==> config.mk <==
export PLATFORM = sky130hd
export DESIGN_NAME = uart_rx_param
export DESIGN_NICKNAME = d
export VERILOG_FILES = /design/src/rtl/uart_pkg.sv /design/src/rtl/uart_baud_tick.sv /design/src/rtl/uart_rx_param.sv
export SDC_FILE = /design/constraint.sdc
export NUM_CORES = 1
export LEC_CHECK = 0
export ABC_AREA = 1
export CAP_MARGIN = 0
export CORE_MARGIN = 2
export CORE_UTILIZATION = 35
export CTS_CLUSTER_SIZE = 8
export DETAILED_ROUTE_END_ITERATION = 7
export GPL_TIMING_DRIVEN = 0
export SYNTH_ARGS = -nofsm -noshare
export SYNTH_HDL_FRONTEND = slang
export SYNTH_SLANG_ARGS = --single-unit
==> constraint.sdc <==
create_clock -name clock -period 2.55 [get_ports clock]
set_input_delay 0.51 -clock clock [delete_from_list [all_inputs] [get_ports clock]]
set_output_delay 0.51 -clock clock [all_outputs]
set_load 0.005 [all_outputs]
==> src/rtl/uart_pkg.sv <==
// Shared types for the parametrised UART receiver: parity encodings, FSM states
// and the per-frame status word. Kept separate so a future transmitter can reuse it.
`timescale 1ns/1ps
package uart_pkg;

  localparam logic [1:0] PARITY_NONE = 2'b00;
  localparam logic [1:0] PARITY_EVEN = 2'b01;
  localparam logic [1:0] PARITY_ODD  = 2'b10;

  typedef enum logic [2:0] {
    ST_IDLE,
    ST_START,
    ST_DATA,
    ST_PARITY,
    ST_STOP,
    ST_WAIT_HIGH
  } rx_state_t;

  typedef struct packed {
    logic parity_err;
    logic frame_err;
    logic brk;
  } frame_status_t;

  // Mode 2'b11 is reserved and behaves as "no parity".
  function automatic logic parity_enabled(input logic [1:0] mode);
    return (mode == PARITY_EVEN) || (mode == PARITY_ODD);
  endfunction

  // ones_odd is the XOR of all data bits and the received parity bit.
  function automatic logic parity_error(input logic [1:0] mode, input logic ones_odd);
    if (mode == PARITY_EVEN) return ones_odd;
    if (mode == PARITY_ODD)  return !ones_odd;
    return 1'b0;
  endfunction

endpackage

==> src/rtl/uart_baud_tick.sv <==
// Oversampling prescaler: one-clock tick every (div+1) clocks. The divisor is
// either the live input or a copy captured with load, selected by hold.
`timescale 1ns/1ps
module uart_baud_tick #(
  parameter int DIV_WIDTH = 16
) (
  input  logic                 clock,
  input  logic                 reset,
  input  logic [DIV_WIDTH-1:0] clock_div,
  input  logic                 load,
  input  logic                 hold,
  output logic                 tick
);

  logic [DIV_WIDTH-1:0] count;
  logic [DIV_WIDTH-1:0] div_q;
  logic [DIV_WIDTH-1:0] div;

  assign div = hold ? div_q : clock_div;
  // >= rather than == so a live divisor lowered below the count wraps at once
  assign tick = (count >= div);

  always_ff @(posedge clock) begin
    if (reset) begin
      count <= '0;
      div_q <= '0;
    end else begin
      count <= tick ? '0 : count + DIV_WIDTH'(1);
      if (load) div_q <= clock_div;
    end
  end

endmodule

==> src/rtl/uart_rx_param.sv <==
// Oversampling UART receiver with 3-sample majority voting, runtime parity and
// stop-bit selection, error flags and a one-deep valid/ready holding register.
`timescale 1ns/1ps
module uart_rx_param
  import uart_pkg::*;
#(
  parameter int DATA_BITS  = 8,
  parameter int OVERSAMPLE = 16,
  parameter int DIV_WIDTH  = 16
) (
  input  logic                 clock,
  input  logic                 reset,
  input  logic [DIV_WIDTH-1:0] clock_div,
  input  logic [1:0]           parity_mode,
  input  logic                 stop_bits,
  input  logic                 rx,
  output logic [DATA_BITS-1:0] rx_data,
  output logic                 rx_valid,
  input  logic                 rx_ready,
  output logic                 rx_parity_err,
  output logic                 rx_frame_err,
  output logic                 rx_break,
  output logic                 rx_overrun
);

  localparam int SCW = $clog2(OVERSAMPLE);
  localparam int BIW = (DATA_BITS > 1) ? $clog2(DATA_BITS) : 1;
  localparam logic [SCW-1:0] SC_S0   = SCW'(OVERSAMPLE / 2 - 1);
  localparam logic [SCW-1:0] SC_S1   = SCW'(OVERSAMPLE / 2);
  localparam logic [SCW-1:0] SC_DEC  = SCW'(OVERSAMPLE / 2 + 1);
  localparam logic [SCW-1:0] SC_LAST = SCW'(OVERSAMPLE - 1);
  localparam logic [BIW-1:0] BIT_LAST = BIW'(DATA_BITS - 1);

  logic                 rx_meta, rx_s;
  rx_state_t            state;
  logic [SCW-1:0]       sc;
  logic [BIW-1:0]       bit_idx;
  logic [1:0]           samp;
  logic [DATA_BITS-1:0] shreg;
  logic [1:0]           pmode_q;
  logic                 stop2_q, stop_idx, pbit, perr, ferr;
  frame_status_t        status_q, status_now;
  logic                 tick, start_det, vote, par_en, commit, fe_now;

  always_ff @(posedge clock) begin
    if (reset) begin
      rx_meta <= 1'b1;
      rx_s    <= 1'b1;
    end else begin
      rx_meta <= rx;
      rx_s    <= rx_meta;
    end
  end

  assign start_det = (state == ST_IDLE) && tick && !rx_s;

  uart_baud_tick #(.DIV_WIDTH(DIV_WIDTH)) u_baud (
    .clock     (clock),
    .reset     (reset),
    .clock_div (clock_div),
    .load      (start_det),
    .hold      (state != ST_IDLE),
    .tick      (tick)
  );

  // Third sample is the live rx_s at the decision tick.
  assign vote   = (samp[0] & samp[1]) | (samp[0] & rx_s) | (samp[1] & rx_s);
  assign par_en = parity_enabled(pmode_q);
  assign fe_now = ferr | ~vote;
  assign commit = (state == ST_STOP) && tick && (sc == SC_DEC) && (!stop2_q || stop_idx);

  always_comb begin
    status_now            = '0;
    status_now.parity_err = perr;
    status_now.frame_err  = fe_now;
    status_now.brk        = fe_now && (shreg == '0) && (!par_en || !pbit);
  end

  always_ff @(posedge clock) begin
    if (reset) begin
      state      <= ST_IDLE;
      sc         <= '0;
      bit_idx    <= '0;
      samp       <= '0;
      shreg      <= '0;
      pmode_q    <= PARITY_NONE;
      stop2_q    <= 1'b0;
      stop_idx   <= 1'b0;
      pbit       <= 1'b0;
      perr       <= 1'b0;
      ferr       <= 1'b0;
      rx_data    <= '0;
      rx_valid   <= 1'b0;
      status_q   <= '0;
      rx_overrun <= 1'b0;
    end else begin
      // NOTE: a later non-blocking assignment in this block overrides an earlier default.
      rx_overrun <= 1'b0;
      if (rx_valid && rx_ready) rx_valid <= 1'b0;
      if (commit) begin
        if (!rx_valid || rx_ready) begin
          rx_data  <= shreg;
          status_q <= status_now;
          rx_valid <= 1'b1;
        end else begin
          rx_overrun <= 1'b1;
        end
      end

      if (tick) begin
        if (state != ST_IDLE && state != ST_WAIT_HIGH) begin
          sc <= (sc == SC_LAST) ? '0 : sc + SCW'(1);
          if (sc == SC_S0) samp[0] <= rx_s;
          if (sc == SC_S1) samp[1] <= rx_s;
        end
        unique case (state)
          ST_IDLE: if (!rx_s) begin
            // The detecting tick is sc=0 of the start bit, so the next tick is 1.
            state    <= ST_START;
            sc       <= SCW'(1);
            pmode_q  <= parity_mode;
            stop2_q  <= stop_bits;
            stop_idx <= 1'b0;
            bit_idx  <= '0;
            pbit     <= 1'b0;
            perr     <= 1'b0;
            ferr     <= 1'b0;
          end
          ST_START: begin
            if (sc == SC_DEC && vote) begin
              state <= ST_IDLE;
            end else if (sc == SC_LAST) begin
              state   <= ST_DATA;
              bit_idx <= '0;
            end
          end
          ST_DATA: begin
            if (sc == SC_DEC) shreg[bit_idx] <= vote;
            if (sc == SC_LAST) begin
              if (bit_idx == BIT_LAST) state <= par_en ? ST_PARITY : ST_STOP;
              else bit_idx <= bit_idx + BIW'(1);
            end
          end
          ST_PARITY: begin
            if (sc == SC_DEC) begin
              pbit <= vote;
              perr <= parity_error(pmode_q, (^shreg) ^ vote);
            end
            if (sc == SC_LAST) state <= ST_STOP;
          end
          ST_STOP: begin
            // Commit mid-bit on the last stop bit so a back-to-back start is not missed.
            if (sc == SC_DEC) begin
              if (commit) begin
                state <= fe_now ? ST_WAIT_HIGH : ST_IDLE;
                sc    <= '0;
              end else begin
                ferr <= fe_now;
              end
            end else if (sc == SC_LAST) begin
              stop_idx <= 1'b1;
            end
          end
          ST_WAIT_HIGH: if (rx_s) state <= ST_IDLE;
          default: state <= ST_IDLE;
        endcase
      end
    end
  end

  assign rx_parity_err = status_q.parity_err;
  assign rx_frame_err  = status_q.frame_err;
  assign rx_break      = status_q.brk;

endmodule

==> results.sh, run 1 <==
export IMPL_dieArea_um2=12600
export IMPL_num_rows=39
export IMPL_top_level_ports=36
export IMPL_clockRootBuffer="clkbuf_16"
export IMPL_finClkSkew_ns=0.00846
export IMPL_cts_tree="built"
export IMPL_post_place_cells=747
export IMPL_drv_cap=0
export IMPL_yosys_area_top_type="dfxtp_1"
export IMPL_peakVddDrop_uv=450
export IMPL_final_setup_worst_slack_ns=-0.0178
export IMPL_worstRegToRegCells=18
export IMPL_hpwlAfterDp_mm=7.49
export IMPL_hold_viol=0
export IMPL_crit_arrival_ns=2.82
export IMPL_status="complete, but fails checks"
export IMPL_die_h_um=112
export IMPL_design_area_um2=5560
export IMPL_fin_cells=781
export IMPL_p_int_mw=1.97
export IMPL_worst_slew_pin_slew_ns=0.640
export IMPL_place_ws_ns=-0.756
export IMPL_clkPwrFrac_pct=48.2
export IMPL_crit_required_ns=2.80
export IMPL_post_route_util_pct=48.7
export IMPL_via_per_inst=5.03
export IMPL_p_sw_mw=0.581
export IMPL_finalPower_mw=2.55
export IMPL_seqPwrFrac_pct=45.8
export IMPL_path_cells="nor2_4 -> nand2_2 -> buf_6 -> buf_12 -> mux2i_4 -> ha_1 -> nand2_1 -> nor2_1 -> nor2_1 -> nand2_1 -> nand2_1 -> nand2_2 -> nand2_4 -> nand2_8 -> buf_12 -> buf_8 -> nand4_1 -> a21oi_1"
export IMPL_cpMostUsedCell="nand2_1"
export IMPL_critPathKind="reg -> reg"
export IMPL_p_leak_nw=2.22
export IMPL_antenna_found_initial=0
export IMPL_period_share_pct=101
export IMPL_antenna_cells=0
export IMPL_placed_area_um2=4630
export IMPL_wirelength_mm=11.0
export IMPL_path_clk_slew_ns=0.06
export IMPL_holdBufCountCts=0
export IMPL_powerDensity_nw_per_um2=458
export IMPL_rsz0062_at_grt="yes"
export IMPL_synthesis_instances=570
export IMPL_area_delta_synth_final_pct=35.5
export IMPL_yosys_top_cells_area="dfxtp_1 (36%), nand2_1 (10%), nor2_1 (8.9%)"
export IMPL_track_usage_pct=17.3
export IMPL_syn_area_um2=4110
export IMPL_cts_sinks=74
export IMPL_first_global_vias=3932
export IMPL_clkLatencyLatePin_ns=0.34
export IMPL_yosysTopAreaCellShare_pct=36.1
export IMPL_port_buffers=34
export IMPL_start_util_pct=36.0
export IMPL_post_route_min_period_ns=2.57
export IMPL_synth_cell_type_count=32
export IMPL_grt_pass1_wl_mm=17.8
export IMPL_cts_buffers=9
export IMPL_vias=3925
export IMPL_gp_congestion=0.882
export IMPL_cp_end_kind="flop"
export IMPL_route_detailed_wl_per_inst_um=14.1
export IMPL_nNetsFinal=684
export IMPL_first_iter_violations=245
export IMPL_grt_overflow=0
export IMPL_h_tree_depth=3
export IMPL_die_x_um=112
export IMPL_fmax_ghz=0.389
export IMPL_worstHoldPathType="reg -> reg"
export IMPL_final_common_cell="nand2_1"
export IMPL_critical_path_max_stage_delay_ns=0.36
export IMPL_yosysSeqAreaShare_pct=36.1
export IMPL_slew_headroom_pct=57.3
export IMPL_route_detailed_drc=0
export IMPL_swShare_pct=22.8
export IMPL_synth_nets=621
export IMPL_worstPathMaxFanout=10
export IMPL_avgSynthCellArea_um2=7.20
export IMPL_synth_seq_cells=74
export IMPL_final_cell_mix="nand2_1 (99), nor2_1 (82), dfxtp_1 (72)"
export IMPL_drive_gt1_share_pct=18.8
export IMPL_violations="setup timing"
export IMPL_worstSetupStartpointType="flop"
export IMPL_cp_slowest_cell="dfxtp_4"
export IMPL_clockBufferDepth=2
export IMPL_slew_violations=0
export IMPL_pwr_share_comb_pct=6.0
export IMPL_yosys_warnings=0
export IMPL_firstDrtPassIters=5
export IMPL_finalSetupViolCount=8
export IMPL_postRouteAntennaNets=0
export IMPL_min_path_cells=1
export IMPL_grt_max_degree=13
export IMPL_coreArea_um2=11400
-- worst paths after layout --
path / from / end / slack, ns
max: state[1] / shreg[4] / -0.02
min: rx_meta / rx_s / 0.41
max reg2reg: state[1] / shreg[4] / -0.02
min reg2reg: rx_meta / rx_s / 0.41
-- synth_stat cells (all sizes together) --
cell	number
nand4	28
and3	2
o21a	1
dfxtp	74
nor3	5
xnor2	5
nor3b	3
nand3	28
ha	28
mux2i	15
o211ai	3
clkbuf	6
o21ai	30
a31oi	1
a311oi	1
a21oi	40
nor2	100
buf	16
or2	3
inv	61
nand2	111
xor2	9
-- layer usage --
layer,routed length (um),vias to the layer above,track usage (%)
met1,4520,1822,20.1
li1,-,1998,-
met4,281,0,7.64
met5,0,-,0
met2,5760,76,30.4
met3,433,29,4.16
-- power groups by stage --
stage / logic, mW / registers [mW] / clock network, mW
floorplan: 0.0648 / 1.19 / 0
global placement: 0.120 / 1.19 / 0
detailed placement: 0.123 / 1.19 / 0
CTS: 0.129 / 1.17 / 1.25
global route: 0.169 / 1.17 / 1.30
finish: 0.153 / 1.17 / 1.23
-- cells by family after synthesis --
| logic type | after synthesis | synth area share (%) |
|---|---|---|
| AO/OA/AOI/OAI | 76 | 10.1 |
| multiplexers | 15 | 3.66 |
| AND/OR/NAND/NOR | 280 | 30.0 |
| adder cells (fa/ha/maj) | 28 | 8.53 |
| buffers and inverters | 83 | 8.68 |
| flip-flops | 74 | 36.1 |
| XOR/XNOR | 14 | 2.99 |
-- state kept, by name (all words and copies together) (netlist names), 2 cells and up --
register,cells
pmode_q,2
state,3
samp,2
bit_idx,3
shreg,8
u_baud.div_q,16
rx_data,8
u_baud.count,16
sc,4
-- repair_timing --
action                     in CTS  in global routing
buffers inserted                9                  3
pin swaps                      10                 31
gates cloned                    2                  4
resized for setup              39                 96
setup endpoints to repair      72                 67
-- area by class of cell --
type	count	area, um2
fill	1119	5850
tap	143	179
buffer	22	236
sequential	74	1490
inverter	61	241
clock inverter	4	25.0
clock buffer	12	267
timing repair buffer	52	609
multi-input combinational	413	2520
-- per-stage QoR --
| step | hold WS [ns] | TNS [ns] |
|---|---|---|
| 2_1_floorplan | 0.389 | 0 |
| 3_3_place_gp | 0.400 | -30.26 |
| 3_5_place_dp | 0.400 | -32.51 |
| 4_1_cts | 0.417 | 0 |
| 5_1_grt | 0.435 | -7.66 |
| 6_report | 0.414 | -0.0678 |
-- critical path, delay by kind of cell (launching register included) --
family          cells  cell delay [ns]
simple gates       11             0.94
buf+inv             4             0.55
flops               1             0.36
fa+ha+maj           1             0.29
mux                 1             0.17
compound gates      1             0.17
Power figures use the tool's default switching activity.
==> inputs of run 2 (changes only) <==
CTS_CLUSTER_SIZE = 10   (was 8)
==> results of run 2 <==
The final DEF is identical to that of run 1; final timing and power are the same.
==> inputs of run 3 (changes only) <==
CORE_UTILIZATION = 30   (was 35)
CTS_CLUSTER_DIAMETER = 40   (was default)
PLACE_DENSITY = 0.55   (was default)
==> results.sh, run 3 (synthesis gave the netlist of run 1 again) <==
export IMPL_drv_cap=0
export IMPL_crit_required_ns=2.79
export IMPL_worstSetupStartpointType="flop"
export IMPL_placed_area_um2=4670
export IMPL_grt_pass1_wl_mm=17.4
export IMPL_cpMostUsedCell="nand2_8"
export IMPL_port_buffers=34
export IMPL_post_route_util_pct=43.0
export IMPL_reg_top3="u_baud.count x16, u_baud.div_q x16"
export IMPL_path_clk_slew_ns=0.06
export IMPL_start_util_pct=30.9
export IMPL_hpwlAfterDp_mm=7.71
export IMPL_final_common_cell="nand2_1"
export IMPL_worstHoldPathType="reg -> reg"
export IMPL_slew_headroom_pct=59.3
export IMPL_cp_slowest_cell="dfxtp_4"
export IMPL_fmax_ghz=0.390
export IMPL_rr_startpoint="state[0]"
export IMPL_route_detailed_drc=0
export IMPL_period_share_pct=101
export IMPL_cts_tree="built"
export IMPL_coreArea_um2=13300
export IMPL_fin_cells=819
export IMPL_critical_path_max_stage_delay_ns=0.37
export IMPL_hold_ws_ns=0.407
export IMPL_die_x_um=121
export IMPL_cp_end_kind="flop"
export IMPL_design_area_um2=5710
export IMPL_nNetsFinal=689
export IMPL_post_route_min_period_ns=2.57
export IMPL_peakVddDrop_uv=447
export IMPL_firstDrtPassIters=4
export IMPL_gp_congestion=0.824
export IMPL_clkLatencyLatePin_ns=0.35
export IMPL_top_level_ports=36
export IMPL_cts_sinks=74
export IMPL_violations="setup timing"
export IMPL_regArea_um2=1490
export IMPL_critPathKind="reg -> reg"
export IMPL_grt_max_degree=14
export IMPL_place_ws_ns=-0.651
export IMPL_rsz0062_at_grt="yes"
export IMPL_hold_start="rx_meta"
export IMPL_die_h_um=121
export IMPL_route_detailed_wl_per_inst_um=13.6
export IMPL_clockBufferDepth=2
export IMPL_status="complete, but fails checks"
export IMPL_hold_viol=0
export IMPL_antenna_found_initial=0
export IMPL_wirelength_mm=11.1
export IMPL_finalSetupViolCount=7
export IMPL_cp_startpoint="state[0]"
export IMPL_finalPower_mw=2.72
export IMPL_postRouteAntennaNets=0
export IMPL_final_cell_mix="nand2_1 (100), nor2_1 (75), dfxtp_1 (71)"
export IMPL_num_rows=42
export IMPL_worstPathMaxFanout=8
export IMPL_cp_top_family="simple AND/OR/NAND/NOR gates"
export IMPL_dieArea_um2=14600
export IMPL_via_per_inst=4.79
export IMPL_area_delta_synth_final_pct=39.1
export IMPL_n_fill_cell=1323
export IMPL_post_place_cells=780
export IMPL_setup_tns_ns=-0.0617
export IMPL_antenna_cells=0
export IMPL_first_iter_violations=196
export IMPL_finClkSkew_ns=0.00702
export IMPL_powerDensity_nw_per_um2=477
export IMPL_final_setup_worst_slack_ns=-0.0174
export IMPL_first_global_vias=3756
export IMPL_drive_gt1_share_pct=20.5
export IMPL_path_cells="nor2_4 -> nand2_8 -> buf_12 -> mux2i_2 -> ha_1 -> a21oi_2 -> o21ai_1 -> a21oi_2 -> buf_4 -> nand2_8 -> nand2_8 -> clkinv_8 -> clkbuf_16 -> nor2_1 -> nor2_1"
export IMPL_track_usage_pct=15.3
export IMPL_p_leak_nw=2.25
export IMPL_clockRootBuffer="clkbuf_16"
export IMPL_h_tree_depth=3
export IMPL_grt_overflow=0
export IMPL_crit_arrival_ns=2.80
export IMPL_worst_slew_pin_slew_ns=0.611
export IMPL_path_buf_inv=4
export IMPL_vias=3926
export IMPL_cts_buffers=9
export IMPL_multiInputGateArea_um2=2570
export IMPL_slew_violations=0
## run 3: final timing paths
path	to	slack, ns	cells after the start
max	u_baud.div_q[15]	-0.02	15
min	rx_s	0.41	1
max reg2reg	u_baud.div_q[15]	-0.02	15
min reg2reg	rx_s	0.41	1
## run 3: where the power goes
part / internal, mW / switching, mW
sequential: 1.16 / 0.00671
clock: 0.885 / 0.520
combinational: 0.0730 / 0.0802
total: 2.12 / 0.607
## run 3: worst reg2reg max path, delay by kind of cell (launching register included)
| kind | cells | cell delay (ns) |
|---|---|---|
| AO/OA/AOI/OAI | 3 | 0.36 |
| adder cells (fa/ha/maj) | 1 | 0.31 |
| buffers and inverters | 4 | 0.57 |
| flip-flops | 1 | 0.37 |
| multiplexers | 1 | 0.20 |
| AND/OR/NAND/NOR | 6 | 0.66 |
## run 3: layout make-up
type,count,area share (%)
buffer,21,3.86
clock buffer,10,4.18
clock inverter,6,1.58
inverter,61,4.36
multi-input combinational,413,45.0
sequential,74,26.1
tap,176,3.86
timing repair buffer,58,11.1
## run 3: metal layers
metal	global-route usage (%)	part of all wire (%)
met2	27.1	51
met1	17.6	42
met3	3.76	4.8
met5	0	0
met4	5.74	1.9
## run 3: timing repair
| item | 4_1_cts | 5_1_grt |
|---|---|---|
| hold buffers | 0 | 0 |
| buffers inserted | 7 | 10 |
| resized for setup | 43 | 99 |
| cloned | 1 | 6 |
| pin swaps | 11 | 22 |
| endpoints found under the setup margin | 72 | 70 |
